--- src/rtl/fifo_pair_packer_pkg.sv ---
// Shared types and default constants for the pair packer.
package fifo_pair_packer_pkg;

    typedef enum logic {IDLE, HALF} state_e;

    localparam int                        DEF_DATA_WIDTH     = 65;
    localparam logic [DEF_DATA_WIDTH-1:0] DEF_PAD_WORD       = '1;
    localparam int                        DEF_CNT_WIDTH      = 16;
    localparam int                        DEF_TIMEOUT_CYCLES = 64;

endpackage

--- src/rtl/fifo_pair_packer_if.sv ---
// Producer/FIFO-facing bus of the pair packer; master drives words and back-pressure.
interface fifo_pair_packer_if
    import fifo_pair_packer_pkg::*;
#(
    parameter int DATA_WIDTH = DEF_DATA_WIDTH,
    parameter int CNT_WIDTH  = DEF_CNT_WIDTH
);
    logic [DATA_WIDTH-1:0] In_data;
    logic                  In_valid;
    logic                  In_ready;
    logic                  Flush_in;
    logic                  Full_in;
    logic [DATA_WIDTH-1:0] Data_out_1;
    logic [DATA_WIDTH-1:0] Data_out_2;
    logic                  WriteEn_out_2;
    logic [CNT_WIDTH-1:0]  Pair_count_out;
    logic [CNT_WIDTH-1:0]  Pad_count_out;

    modport master (
        output In_data, In_valid, Flush_in, Full_in,
        input  In_ready, Data_out_1, Data_out_2, WriteEn_out_2, Pair_count_out, Pad_count_out
    );

    modport slave (
        input  In_data, In_valid, Flush_in, Full_in,
        output In_ready, Data_out_1, Data_out_2, WriteEn_out_2, Pair_count_out, Pad_count_out
    );
endinterface

--- src/rtl/fifo_pair_packer_timeout_ctr.sv ---
// Idle-cycle counter for a held odd word; pulses expire on the TIMEOUT_CYCLES-th idle cycle.
module pair_timeout_ctr
    import fifo_pair_packer_pkg::*;
#(
    parameter int TIMEOUT_CYCLES = DEF_TIMEOUT_CYCLES
) (
    input  logic Clk,
    input  logic Rst_n,
    input  logic en,
    input  logic clr,
    output logic expire
);
    localparam int            CW   = $clog2(TIMEOUT_CYCLES) + 1;
    localparam logic [CW-1:0] LAST = CW'(TIMEOUT_CYCLES - 1);

    logic [CW-1:0] cnt_q;

    // Saturates so a long back-pressured wait cannot wrap and re-fire.
    always_ff @(posedge Clk or negedge Rst_n) begin
        if (!Rst_n)                cnt_q <= '0;
        else if (clr)              cnt_q <= '0;
        else if (en && cnt_q != '1) cnt_q <= cnt_q + CW'(1);
    end

    assign expire = en & (cnt_q == LAST);
endmodule

--- src/rtl/fifo_pair_packer.sv ---
// Packs single words into registered pairs for the dual-write FIFO.
// Optional auto-flush of a held odd word: define FIFO_PAIR_PACKER_TIMEOUT_EN.
module fifo_pair_packer
    import fifo_pair_packer_pkg::*;
#(
    parameter int                    DATA_WIDTH = DEF_DATA_WIDTH,
    parameter logic [DATA_WIDTH-1:0] PAD_WORD   = DATA_WIDTH'(DEF_PAD_WORD),
    parameter int                    CNT_WIDTH  = DEF_CNT_WIDTH
`ifdef FIFO_PAIR_PACKER_TIMEOUT_EN
    ,
    parameter int                    TIMEOUT_CYCLES = DEF_TIMEOUT_CYCLES
`endif
) (
    input  logic              Clk,
    input  logic              Rst_n,
    fifo_pair_packer_if.slave bus
);
    state_e                state_q, state_d;
    logic [DATA_WIDTH-1:0] hold_q, d1_q, d2_q, src1;
    logic [CNT_WIDTH-1:0]  pair_cnt_q, pad_cnt_q;
    logic                  we_q, pend_q, pend_d;
    logic                  accept, flush_req, tmo_expire;
    logic                  ld_hold, issue, pad;

    assign bus.In_ready = ~bus.Full_in;
    assign accept       = bus.In_valid & ~bus.Full_in;
    assign flush_req    = bus.Flush_in | tmo_expire;

`ifdef FIFO_PAIR_PACKER_TIMEOUT_EN
    pair_timeout_ctr #(.TIMEOUT_CYCLES(TIMEOUT_CYCLES)) u_tmo (
        .Clk    (Clk),
        .Rst_n  (Rst_n),
        .en     ((state_q == HALF) & ~accept),
        .clr    ((state_q != HALF) | accept),
        .expire (tmo_expire)
    );
`else
    assign tmo_expire = 1'b0;
`endif

    always_ff @(posedge Clk or negedge Rst_n) begin
        if (!Rst_n) state_q <= IDLE;
        else        state_q <= state_d;
    end

    always_comb begin
        state_d = state_q;
        pend_d  = pend_q;
        ld_hold = 1'b0;
        issue   = 1'b0;
        pad     = 1'b0;
        src1    = bus.In_data;
        case (state_q)
            IDLE: begin
                if (accept && flush_req) begin
                    issue = 1'b1;
                    pad   = 1'b1;
                end else if (accept) begin
                    ld_hold = 1'b1;
                    state_d = HALF;
                end
            end
            HALF: begin
                // A completing word always wins over a flush; the pair satisfies it.
                if (accept) begin
                    issue   = 1'b1;
                    src1    = hold_q;
                    pend_d  = 1'b0;
                    state_d = IDLE;
                end else if ((flush_req || pend_q) && !bus.Full_in) begin
                    issue   = 1'b1;
                    pad     = 1'b1;
                    src1    = hold_q;
                    pend_d  = 1'b0;
                    state_d = IDLE;
                end else if (flush_req) begin
                    pend_d = 1'b1;
                end
            end
            default: state_d = IDLE;
        endcase
    end

    always_ff @(posedge Clk or negedge Rst_n) begin
        if (!Rst_n) begin
            hold_q     <= '0;
            d1_q       <= '0;
            d2_q       <= '0;
            we_q       <= 1'b0;
            pend_q     <= 1'b0;
            pair_cnt_q <= '0;
            pad_cnt_q  <= '0;
        end else begin
            we_q   <= issue;
            pend_q <= pend_d;
            if (ld_hold) hold_q <= bus.In_data;
            if (issue) begin
                d1_q       <= src1;
                d2_q       <= pad ? PAD_WORD : bus.In_data;
                pair_cnt_q <= pair_cnt_q + CNT_WIDTH'(1);
                if (pad) pad_cnt_q <= pad_cnt_q + CNT_WIDTH'(1);
            end
        end
    end

    assign bus.Data_out_1     = d1_q;
    assign bus.Data_out_2     = d2_q;
    assign bus.WriteEn_out_2  = we_q;
    assign bus.Pair_count_out = pair_cnt_q;
    assign bus.Pad_count_out  = pad_cnt_q;
endmodule

--- src/flat_wrapper.sv ---
// flat-port wrapper written by rule: the top's interface ports become plain ports
module fifo_pair_packer_flat import fifo_pair_packer_pkg::*;
#(
    parameter int                    DATA_WIDTH = DEF_DATA_WIDTH,
    parameter logic [DATA_WIDTH-1:0] PAD_WORD   = DATA_WIDTH'(DEF_PAD_WORD),
    parameter int                    CNT_WIDTH  = DEF_CNT_WIDTH

)
  (Clk, Rst_n, bus_In_data, bus_In_valid, bus_Flush_in, bus_Full_in, bus_In_ready, bus_Data_out_1, bus_Data_out_2, bus_WriteEn_out_2, bus_Pair_count_out, bus_Pad_count_out);
  fifo_pair_packer_if #(.DATA_WIDTH(DATA_WIDTH), .CNT_WIDTH(CNT_WIDTH)) bus_i ();
  input  logic Clk;
  input  logic Rst_n;
  input wire logic [$bits(bus_i.In_data)-1:0] bus_In_data;
  input wire logic [$bits(bus_i.In_valid)-1:0] bus_In_valid;
  input wire logic [$bits(bus_i.Flush_in)-1:0] bus_Flush_in;
  input wire logic [$bits(bus_i.Full_in)-1:0] bus_Full_in;
  output wire logic [$bits(bus_i.In_ready)-1:0] bus_In_ready;
  output wire logic [$bits(bus_i.Data_out_1)-1:0] bus_Data_out_1;
  output wire logic [$bits(bus_i.Data_out_2)-1:0] bus_Data_out_2;
  output wire logic [$bits(bus_i.WriteEn_out_2)-1:0] bus_WriteEn_out_2;
  output wire logic [$bits(bus_i.Pair_count_out)-1:0] bus_Pair_count_out;
  output wire logic [$bits(bus_i.Pad_count_out)-1:0] bus_Pad_count_out;
  assign bus_i.In_data = bus_In_data;
  assign bus_i.In_valid = bus_In_valid;
  assign bus_i.Flush_in = bus_Flush_in;
  assign bus_i.Full_in = bus_Full_in;
  assign bus_In_ready = bus_i.In_ready;
  assign bus_Data_out_1 = bus_i.Data_out_1;
  assign bus_Data_out_2 = bus_i.Data_out_2;
  assign bus_WriteEn_out_2 = bus_i.WriteEn_out_2;
  assign bus_Pair_count_out = bus_i.Pair_count_out;
  assign bus_Pad_count_out = bus_i.Pad_count_out;
  fifo_pair_packer #(.DATA_WIDTH(DATA_WIDTH), .PAD_WORD(PAD_WORD), .CNT_WIDTH(CNT_WIDTH)) u_core (.Clk(Clk), .Rst_n(Rst_n), .bus(bus_i));
endmodule
--- config.mk ---
export PLATFORM = sky130hd
export DESIGN_NAME = fifo_pair_packer_flat
export DESIGN_NICKNAME = d
export VERILOG_FILES = /design/src/rtl/fifo_pair_packer_pkg.sv /design/src/rtl/fifo_pair_packer_if.sv /design/src/rtl/fifo_pair_packer_timeout_ctr.sv /design/src/rtl/fifo_pair_packer.sv /design/src/flat_wrapper.sv
export SDC_FILE = /design/constraint.sdc
export NUM_CORES = 1
export LEC_CHECK = 0
export ABC_CLOCK_PERIOD_IN_PS = 2300
export CAP_MARGIN = 0
export CORE_MARGIN = 2
export CORE_UTILIZATION = 30
export CTS_CLUSTER_DIAMETER = 100
export DETAILED_ROUTE_END_ITERATION = 12
export SLEW_MARGIN = 25
export SYNTH_ARGS = -nofsm -noshare
export SYNTH_HDL_FRONTEND = slang
export SYNTH_SLANG_ARGS = --single-unit
--- constraint.sdc ---
create_clock -name Clk -period 2.3 [get_ports Clk]
set_input_delay 0.46 -clock Clk [delete_from_list [all_inputs] [get_ports Clk]]
set_output_delay 0.46 -clock Clk [all_outputs]
set_load 0.03 [all_outputs]
==> flow_summary.yaml, run 1 <==
yosys:
  synth_seq_area_share_pct: 61.5
  ys_types: 41
  synthesis.yosys.warnings: 0
  avgSynthCellArea_sq_um: 13.3
  mappedNetlistNets: 775
  dominantRegCellSynth: "sky130_fd_sc_hd__dfrtp_1"
  yosys_register_bits: 230
  async_flop_share_pct: 100
  synth-edff-count: 0
  postSynthCellCount: 703
  synth_area_sq_mm: 0.00936
clocking:
  tritoncts: "done"
  postCtsResizedCells: 0
  numCtsBuffers: 26
  clkSinkCount: 230
  clock_path_buffers: 3
  clock_latency_late_sink_ps: 520
  clock_tree.htree_level_count: 1
  post-cts-setup-buffer-count: 0
  cts.hold.buffers_added: 1
  path_clk_slew_ps: 60
  clk_root_buffer_cell: "sky130_fd_sc_hd__clkbuf_16"
detailed_routing:
  top_layer_in_use: "met4"
  routed_via_density: 4.73
  first_pass_iters: 4
  drt_iter0_drc: 236
  wirelength_met1_mm: 10.2
  route.met3.wl_mm: 1.59
  route.vias.total: 6474
  drt.antenna.violating_nets: 0
  detailed_route_drc_error_count: 0
  totalWireLength_mm: 23.1
  wire_per_inst_um: 16.8
  dr_wl_met2_mm: 10.9
power_and_ir_drop:
  clock_power_share_pct: 27.3
  power_frac_comb_pct: 33.2
  power.share.switching_pct: 33.7
  p_leak_nw: 5.67
  power.sequential.fraction_pct: 39.5
  ir_worst_vdd_mv: 0.512
  total_switching_power_mw: 4.91
  power_internal_mw: 9.67
  pd_cells_mw_per_mm2: 1100
  finalPower_mw: 14.6
floorplanning:
  top_level_ports: 234
  placement_rows: 64
  fp.dieArea_sq_mm: 0.0326
  floorplan.initialDensity_pct: 30.5
  fp.dieH_um: 181
  core_area_sq_mm: 0.0307
  die_width_um: 181
timing:
  min_period_ps: 2160
  worst_slew_margin_rel_pct: 70.3
  slew_violations: 0
  setup_violations: 0
  max_slew.worst_pin.slew_ps: 445
  max_clock_freq_mhz: 463
  setup_total_negative_slack_ps: 0
  period_share_pct: 93.8
  final-hold-violation-count: 0
  clock_skew_ps: 10.5
  rsz0062_at_grt: "no"
setup_path:
  setup.worst_path.class: "flop to primary output"
  cp_data_required_time_ps: 1840
  crit_path_end_kind: "primary output"
  crit_chain: "clkdlybuf4s50_1"
  critical_path.top_delay_family: "buffers and inverters"
  setup.worst_path.start_class: "flop"
  critPathBufInv: 1
  timing.rr.end: "u_core.hold_q[42]"
  crit_path_top_delay_cell: "sky130_fd_sc_hd__clkdlybuf4s50_1"
  reg2reg_depth: 4
  reg2reg_slack_ps: 500
  critical_path.reg2reg.startpoint: "u_core.state_q"
  critPathArrivalTime_ps: 1700
  critPathMaxFanout: 6
  critical_path.max_stage_delay_ps: 720
cells_and_area:
  layout_commonest_cell: "sky130_fd_sc_hd__clkdlybuf4s50_1"
  antenna_cells: 0
  finish.utilization_pct: 43.1
  nFillCells: 2905
  area_delta_synth_final_pct: 41.1
  final_cell_area_sq_mm: 0.0132
  nNetsFinal: 1028
  layout_common_cells: "231 x sky130_fd_sc_hd__clkdlybuf4s50_1, 230 x sky130_fd_sc_hd__dfrtp_1, 75 x sky130_fd_sc_hd__nand2_1"
  share_of_post_route_cells_with_drive_strength_above_1_pct: 16.1
global_routing:
  largest_net_degree_at_the_start_of_global_routing: 60
  track_usage_pct: 14.1
  first_global_vias: 6739
  grt_antenna_before_repair: 0
  grt_first_pass_wirelength_mm: 37.8
  overflow: 0
place:
  post_dp_cell_area_sq_mm: 0.0124
  place.port_buffers: 233
  place.gp.congestion: 0.720
  dpl.hpwl_mm: 16.0
job:
  cap_violations: 0
min_path:
  holdCritPathClass: "primary input to asynchronous set/reset pin"
outcome:
  status: "complete, no violations"
cell usage after synthesis, types with 2 or more instances:
cell / count / area [sq um]
sky130_fd_sc_hd__xnor2_1: 8 / 70.1
sky130_fd_sc_hd__nor4_1: 2 / 12.5
sky130_fd_sc_hd__nor4_4: 2 / 42.5
sky130_fd_sc_hd__nor3_1: 5 / 25.0
sky130_fd_sc_hd__and4_1: 6 / 52.6
sky130_fd_sc_hd__nand2_1: 75 / 282
sky130_fd_sc_hd__o22a_1: 65 / 569
sky130_fd_sc_hd__nand3_1: 10 / 50.1
sky130_fd_sc_hd__buf_6: 6 / 67.6
sky130_fd_sc_hd__buf_2: 19 / 95.1
sky130_fd_sc_hd__nor4b_1: 3 / 26.3
sky130_fd_sc_hd__nand4_1: 2 / 12.5
sky130_fd_sc_hd__buf_4: 10 / 75.1
sky130_fd_sc_hd__and3_1: 3 / 18.8
sky130_fd_sc_hd__mux2_2: 67 / 754
sky130_fd_sc_hd__o21ai_0: 65 / 325
sky130_fd_sc_hd__ha_1: 2 / 25.0
sky130_fd_sc_hd__nor2_1: 3 / 11.3
sky130_fd_sc_hd__a21oi_1: 3 / 15.0
sky130_fd_sc_hd__nor3b_1: 5 / 37.5
sky130_fd_sc_hd__xor2_1: 21 / 184
sky130_fd_sc_hd__mux2i_1: 65 / 651
sky130_fd_sc_hd__clkbuf_2: 4 / 20.0
sky130_fd_sc_hd__clkbuf_1: 6 / 22.5
sky130_fd_sc_hd__dfrtp_1: 230 / 5760
final cells by class:
cell class                 count  area (sq um)  area share, %
sequential                   230          5760           43.6
multi-input combinational    427          3360           25.4
timing repair buffer         270          2780           21.0
clock buffer                  39           761           5.76
tap                          396           495           3.75
clock inverter                 6          55.1          0.417
inverter                       1          3.75         0.0284
per-layer routing:
layer,track usage (%),vias up
met5,0,-
met4,3.16,0
met3,4.04,26
met2,23.2,157
met1,18.5,3254
li1,-,3037
logic make-up (layout without fill, tap and decap cells):
group	count (synthesis)	count (layout)	share of synthesized area [%]
AO/OA/AOI/OAI	136	136	9.95
XOR/XNOR	30	30	2.89
multiplexers	133	133	15.2
buffers and inverters	46	316	3.03
AND/OR/NAND/NOR	126	126	7.19
flip-flops	230	230	61.5
adder cells (fa/ha/maj)	2	2	0.267
power groups by stage:
stage	Clock (mW)	Combinational, mW	Sequential [mW]
3_5_place_dp	0	4.90	5.84
3_3_place_gp	0	4.86	5.80
5_1_grt	4.28	5.15	5.92
6_report	3.98	4.84	5.77
2_1_floorplan	0	1.20	7.22
4_1_cts	4.12	4.92	5.78
stage by stage:
| stage | setup slack, ps | hold WS (ps) | cells |
|---|---|---|---|
| after CTS | 109 | 424 | 1369 |
| after floorplan | 433 | 164 | 703 |
| after global placement | 38.6 | 396 | 1323 |
| after global routing | 74.7 | 437 | 1369 |
| final | 142 | 427 | 1369 |
| after detailed placement | 41.7 | 398 | 1323 |
state kept, by name, summed over array words and instances, names as in the netlist:
name,cells
u_core.bus.Pad_count_out,16
u_core.bus.WriteEn_out_2,1
u_core.bus.Pair_count_out,16
u_core.pend_q,1
u_core.bus.Data_out_1,65
u_core.state_q,1
u_core.bus.Data_out_2,65
u_core.hold_q,65
how the worst max path moves through the flow:
stage / from / to / slack, ps / cells past startpoint
3_3_place_gp: bus_In_valid / u_core.bus.Pad_count_out[11] / 40 / 6
4_1_cts: u_core.bus.Pair_count_out[5] / bus_Pair_count_out[5] / 110 / 1
2_1_floorplan: u_core.bus.Pair_count_out[0] / u_core.bus.Pair_count_out[12] / 430 / 5
6_report: u_core.bus.Pair_count_out[5] / bus_Pair_count_out[5] / 140 / 1
3_5_place_dp: bus_Flush_in / u_core.bus.Pad_count_out[11] / 40 / 5
5_1_grt: u_core.bus.Pair_count_out[6] / bus_Pair_count_out[6] / 70 / 1
No activity file was read; power rests on OpenSTA's default activity.
==> inputs of run 2 (changes only) <==
--- a/config.mk
+++ b/config.mk
@@ -7,7 +7,7 @@
 export LEC_CHECK = 0
 export ABC_CLOCK_PERIOD_IN_PS = 2300
 export CAP_MARGIN = 0
-export CORE_MARGIN = 2
+export CORE_MARGIN = 4
 export CORE_UTILIZATION = 30
 export CTS_CLUSTER_DIAMETER = 100
 export DETAILED_ROUTE_END_ITERATION = 12
==> run 2 against run 1 <==
Compared with the run above:
- global-route usage fell by 0.31 points
- largest cell class unchanged
- sequential share of layout area barely moved
- die area rose by 4.5%
- power rose by 2.5%
- clock-buffer cell count fell by 4
- critical path depth did not move
- combinational power barely moved
- setup slack got worse by 8.7 ps
- sequential power barely moved
- final area barely moved
==> flow_summary.yaml, run 2 (same netlist as run 1, synthesis figures left out) <==
global_routing:
  grt_first_pass_wirelength_mm: 38.4
  overflow: 0
  track_usage_pct: 13.8
  first_global_vias: 6732
  grt_antenna_before_repair: 0
  largest_net_degree_at_the_start_of_global_routing: 67
timing:
  max_slew.worst_pin.slew_ps: 546
  postLayoutSetupSlackWorst_ps: 133
  setup_violations: 0
  worst_slew_margin_rel_pct: 63.5
  final-hold-violation-count: 0
  clock_skew_ps: 7.40
  rsz0062_at_grt: "no"
  setup_total_negative_slack_ps: 0
  min_period_ps: 2170
  max_clock_freq_mhz: 461
  slew_violations: 0
  period_share_pct: 94.2
detailed_routing:
  route.vias.total: 6414
  dr_wl_met2_mm: 10.9
  drt_iter0_drc: 263
  drt.antenna.violating_nets: 0
  totalWireLength_mm: 23.7
  wirelength_met1_mm: 10.5
  routed_via_density: 4.71
  detailed_route_drc_error_count: 0
  wire_per_inst_um: 17.4
  first_pass_iters: 4
  route.met3.wl_mm: 1.70
  top_layer_in_use: "met4"
clocking:
  tritoncts: "done"
  postCtsResizedCells: 0
  clk_root_buffer_cell: "sky130_fd_sc_hd__clkbuf_16"
  clock_tree.htree_level_count: 1
  path_clk_slew_ps: 60
  numCtsBuffers: 27
  clock_path_buffers: 3
  clkSinkCount: 230
  clock_latency_late_sink_ps: 520
  post-cts-setup-buffer-count: 0
cells_and_area:
  nNetsFinal: 1020
  layout_commonest_cell: "sky130_fd_sc_hd__clkdlybuf4s50_1"
  layout_common_cells: "231 x sky130_fd_sc_hd__clkdlybuf4s50_1, 230 x sky130_fd_sc_hd__dfrtp_1, 75 x sky130_fd_sc_hd__nand2_1"
  nFillCells: 2870
  finish.utilization_pct: 43.1
  antenna_cells: 0
  area_delta_synth_final_pct: 41.1
  multi_input_area_sq_mm: 0.00335
  final-instance-count-excl-fill: 1363
  share_of_post_route_cells_with_drive_strength_above_1_pct: 15.9
  register_area_sq_mm: 0.00576
min_path:
  hp-start: "u_core.bus.Pair_count_out[15]"
  whs_endpoint: "u_core.bus.Pair_count_out[15]"
  whs_path_depth: 1
  holdCritPathClass: "flop to flop"
floorplanning:
  floorplan.initialDensity_pct: 30.5
  fp.dieH_um: 185
  placement_rows: 64
  die_width_um: 185
  top_level_ports: 234
  fp.dieArea_sq_mm: 0.0341
  core_area_sq_mm: 0.0307
place:
  place.port_buffers: 233
  count_of_placed_standard_cells_including_taps: 1314
  dpl.hpwl_mm: 16.1
  place.gp.congestion: 0.738
  dp_worst_setup_slack_ps: 9.09
power_and_ir_drop:
  p_leak_nw: 5.66
  power_frac_comb_pct: 32.4
  power.sequential.fraction_pct: 38.5
  pd_cells_mw_per_mm2: 1130
  power.share.switching_pct: 33.4
  clock_power_share_pct: 29.1
  finalPower_mw: 15.0
  ir_worst_vdd_mv: 0.696
  power_internal_mw: 9.96
  total_switching_power_mw: 5.00
setup_path:
  crit_chain: "clkdlybuf4s50_1"
  critPathBufInv: 1
  crit_path_end_kind: "primary output"
  critical_path.max_stage_delay_ps: 720
  setup.worst_path.class: "flop to primary output"
  critPathArrivalTime_ps: 1710
  critPathMaxFanout: 6
  crit_path_top_delay_cell: "sky130_fd_sc_hd__clkdlybuf4s50_1"
  critical_path.reg2reg.startpoint: "u_core.state_q"
  reg2reg_slack_ps: 500
  critical_path.top_delay_family: "buffers and inverters"
  cp_data_required_time_ps: 1840
  setup.worst_path.start_class: "flop"
  timing.rr.end: "u_core.hold_q[5]"
  reg2reg_depth: 4
outcome:
  status: "complete, no violations"
job:
  cap_violations: 0
run 2: changes by cell type in the layout (fill, tap and decap cells not counted), sizes merged:
cell	previous run	this run
clkbuf	39	35
buf	38	29
bufinv	1	4
clkinvlp	0	2
clkinv	5	7
run 2: power by group through the flow:
stage          sequential (mW)  combinational, mW  clock [mW]
3_5_place_dp              5.82               4.90           0
6_report                  5.76               4.84        4.36
3_3_place_gp              5.78               4.87           0
2_1_floorplan             7.22               1.20           0
4_1_cts                   5.77               4.92        4.51
5_1_grt                   5.92               5.16        4.68
run 2: worst max path at each step:
stage                                 start                            end  cells after the start
2_1_floorplan  u_core.bus.Pair_count_out[0]  u_core.bus.Pair_count_out[12]                      5
3_3_place_gp                   bus_Flush_in      u_core.bus.Data_out_1[15]                      6
3_5_place_dp                   bus_Flush_in       u_core.bus.Data_out_1[6]                      6
4_1_cts        u_core.bus.Pair_count_out[5]          bus_Pair_count_out[5]                      1
5_1_grt        u_core.bus.Pair_count_out[5]          bus_Pair_count_out[5]                      1
6_report       u_core.bus.Pair_count_out[5]          bus_Pair_count_out[5]                      1
run 2: layout make-up:
class,count,share of cell area (%)
Multi-Input combinational cell,427,25.4
Clock inverter,13,1.29
Inverter,1,0.0284
Sequential cell,230,43.6
Timing Repair Buffer,261,20.4
Clock buffer,35,5.57
Tap cell,396,3.75
run 2: stage by stage:
step           instance area (sq um)  hold WS (ps)
2_1_floorplan                   9360           164
3_3_place_gp                   12300           450
3_5_place_dp                   12300           455
4_1_cts                        13200           474
5_1_grt                        13200           491
6_report                       13200           471
run 2: metal layers:
metal  GRT usage, %  up-vias
met5              0        -
met4           3.11        0
met3           4.12       32
met2           22.1      170
met1           18.7     3207
li1               -     3005
run 2: what timing repair did:
| action | CTS | global route |
|---|---|---|
| hold endpoints to repair | 54 | 0 |
| hold buffers | 1 | 0 |
| setup endpoints to repair | 0 | 0 |
==> inputs of run 3 (changes only) <==
--- a/config.mk
+++ b/config.mk
@@ -7,11 +7,13 @@
 export LEC_CHECK = 0
 export ABC_CLOCK_PERIOD_IN_PS = 2300
 export CAP_MARGIN = 0
-export CORE_MARGIN = 4
+export CORE_MARGIN = 3
 export CORE_UTILIZATION = 30
 export CTS_CLUSTER_DIAMETER = 100
 export DETAILED_ROUTE_END_ITERATION = 12
+export GPL_TIMING_DRIVEN = 0
 export SLEW_MARGIN = 25
 export SYNTH_ARGS = -nofsm -noshare
 export SYNTH_HDL_FRONTEND = slang
 export SYNTH_SLANG_ARGS = --single-unit
+export TNS_END_PERCENT = 1
==> run 3 against run 2 <==
Compared with the run above:
- sequential share of layout area is 0.34 points higher
- critical endpoint is now u_core.bus.Pair_count_out[1]
- global-route usage is 1.2 points higher
- largest power group unchanged
- setup slack worse by 120 ps
- clock power is 6.9% lower
- register-to-register slack worse by 310 ps
- highest routed layer unchanged
- clock skew is 2.5 ps higher
- sequential power hardly changed
- critical path depth is 4 higher
==> flow_summary.yaml, run 3 (same netlist as run 1, synthesis figures left out) <==
global_routing:
  grt_first_pass_wirelength_mm: 40.2
  first_global_vias: 6789
  grt_antenna_before_repair: 0
  largest_net_degree_at_the_start_of_global_routing: 89
  track_usage_pct: 15.0
  overflow: 0
detailed_routing:
  drt_iter0_drc: 285
  detailed_route_drc_error_count: 0
  route.vias.total: 6621
  first_pass_iters: 5
  routed_via_density: 4.80
  totalWireLength_mm: 25.5
  wire_per_inst_um: 18.5
  drt.antenna.violating_nets: 0
clocking:
  clock_latency_late_sink_ps: 530
  numCtsBuffers: 27
  post-cts-setup-buffer-count: 0
  path_clk_slew_ps: 60
  clock_tree.htree_level_count: 1
  clk_root_buffer_cell: "sky130_fd_sc_hd__clkbuf_16"
  clkSinkCount: 230
  tritoncts: "done"
  clock_path_buffers: 3
floorplanning:
  floorplan.initialDensity_pct: 30.5
  fp.dieArea_sq_mm: 0.0334
  die_width_um: 183
  core_area_sq_mm: 0.0307
  placement_rows: 64
  fp.dieH_um: 183
  top_level_ports: 234
cells_and_area:
  nNetsFinal: 1040
  multi_input_area_sq_mm: 0.00334
  antenna_cells: 0
  area_delta_synth_final_pct: 40.0
  layout_commonest_cell: "sky130_fd_sc_hd__clkdlybuf4s50_1"
  final_cell_area_sq_mm: 0.0131
  register_area_sq_mm: 0.00576
  nFillCells: 2867
  layout_common_cells: "231 x sky130_fd_sc_hd__clkdlybuf4s50_1, 230 x sky130_fd_sc_hd__dfrtp_1, 75 x sky130_fd_sc_hd__nand2_1"
  share_of_post_route_cells_with_drive_strength_above_1_pct: 16.3
place:
  place.port_buffers: 233
  dpl.hpwl_mm: 17.7
  post_dp_cell_area_sq_mm: 0.0123
  place.gp.congestion: 0.734
job:
  cap_violations: 0
power_and_ir_drop:
  total_switching_power_mw: 4.96
  clock_power_share_pct: 27.7
  power.sequential.fraction_pct: 39.2
  ir_worst_vdd_mv: 0.669
  power.share.switching_pct: 33.8
  finalPower_mw: 14.7
  p_leak_nw: 5.66
  power_frac_comb_pct: 33.1
  pd_cells_mw_per_mm2: 1120
  power_internal_mw: 9.71
setup_path:
  cp_data_required_time_ps: 2710
  setup.worst_path.start_class: "primary input"
  critPathArrivalTime_ps: 2700
  setup.worst_path.class: "primary input to flop"
  critPathMaxFanout: 10
  crit_path_end_kind: "flop"
timing:
  period_share_pct: 99.4
  max_clock_freq_mhz: 437
  rsz0062_at_grt: "yes"
  final-hold-violation-count: 0
  max_slew.worst_pin.slew_ps: 690
  slew_violations: 0
  worst_slew_margin_rel_pct: 53.8
  min_period_ps: 2290
  clock_skew_ps: 9.89
  setup_total_negative_slack_ps: 0
  setup_violations: 0
outcome:
  status: "complete, no violations"
min_path:
  holdCritPathClass: "flop to flop"
==> run 3: cell count changes in the layout (fill, tap and decap cells not counted), sizes merged <==
cell         delta
clkbuf         +12
buf             +8
inv             +1
clkinvlp        -2
bufinv          -2
clkinv          -3
dlygate4sd2     +1
==> run 3: final cells by class <==
class	count	area share, %
sequential	230	43.9
multi-input combinational	427	25.5
clock buffer	36	5.64
timing repair buffer	236	18.3
tap	396	3.78
clock inverter	7	0.678
buffer	45	2.18
inverter	1	0.0286
==> run 3: final timing paths <==
path / from / end / slack [ps] / cells past startpoint
worst max-delay path: bus_Flush_in / u_core.bus.Pair_count_out[1] / 10 / 5
worst min-delay path: u_core.hold_q[1] / u_core.bus.Data_out_1[1] / 470 / 2
worst min register to register: u_core.hold_q[1] / u_core.bus.Data_out_1[1] / 470 / 2
min in group asynchronous: Rst_n / u_core.bus.Pair_count_out[11] / 490 / 2
max in group asynchronous: Rst_n / u_core.hold_q[16] / 930 / 3
worst max register to register: u_core.state_q / u_core.bus.Pair_count_out[1] / 190 / 5
==> run 3: routing by layer <==
| layer | track usage, % | vias up | routed length, um |
|---|---|---|---|
| li1 | - | 3057 | - |
| met1 | 21.1 | 3330 | 11700 |
| met2 | 22.9 | 189 | 11300 |
| met3 | 4.09 | 45 | 1740 |
| met4 | 3.93 | 0 | 702 |
| met5 | 0 | - | 0 |
==> run 3: power groups by stage <==
stage	registers (mW)	logic [mW]	clock network, mW
after CTS	5.76	4.93	4.21
after global placement	5.79	4.86	0
after detailed placement	5.82	4.91	0
after global routing	5.90	5.18	4.37
after floorplan	7.22	1.20	0
final	5.75	4.86	4.06
==> run 3: critical path: stages <==
cell and delay, ps:
sky130_fd_sc_hd__clkdlybuf4s50_1 690, sky130_fd_sc_hd__a21oi_2 180, sky130_fd_sc_hd__nor3_4 610, sky130_fd_sc_hd__clkbuf_4 400
sky130_fd_sc_hd__mux2_2 350
==> run 3: repair_timing <==
action	CTS	global route
endpoints found under the setup margin	77	30
gates resized for setup	3	4
hold endpoints to repair	72	0
hold buffers	1	0
==> run 3: metrics by stage <==
step / instances / setup slack (ps) / util (%) / hold slack [ps]
after floorplan: 703 / 433 / - / 164
after global placement: 1332 / -9470 / 39.7 / 453
after detailed placement: 1334 / -931 / 40.0 / 461
after CTS: 1378 / -20.1 / 42.7 / 473
after global routing: 1378 / -48.9 / 42.7 / 495
final: 1378 / 13.1 / 42.7 / 467
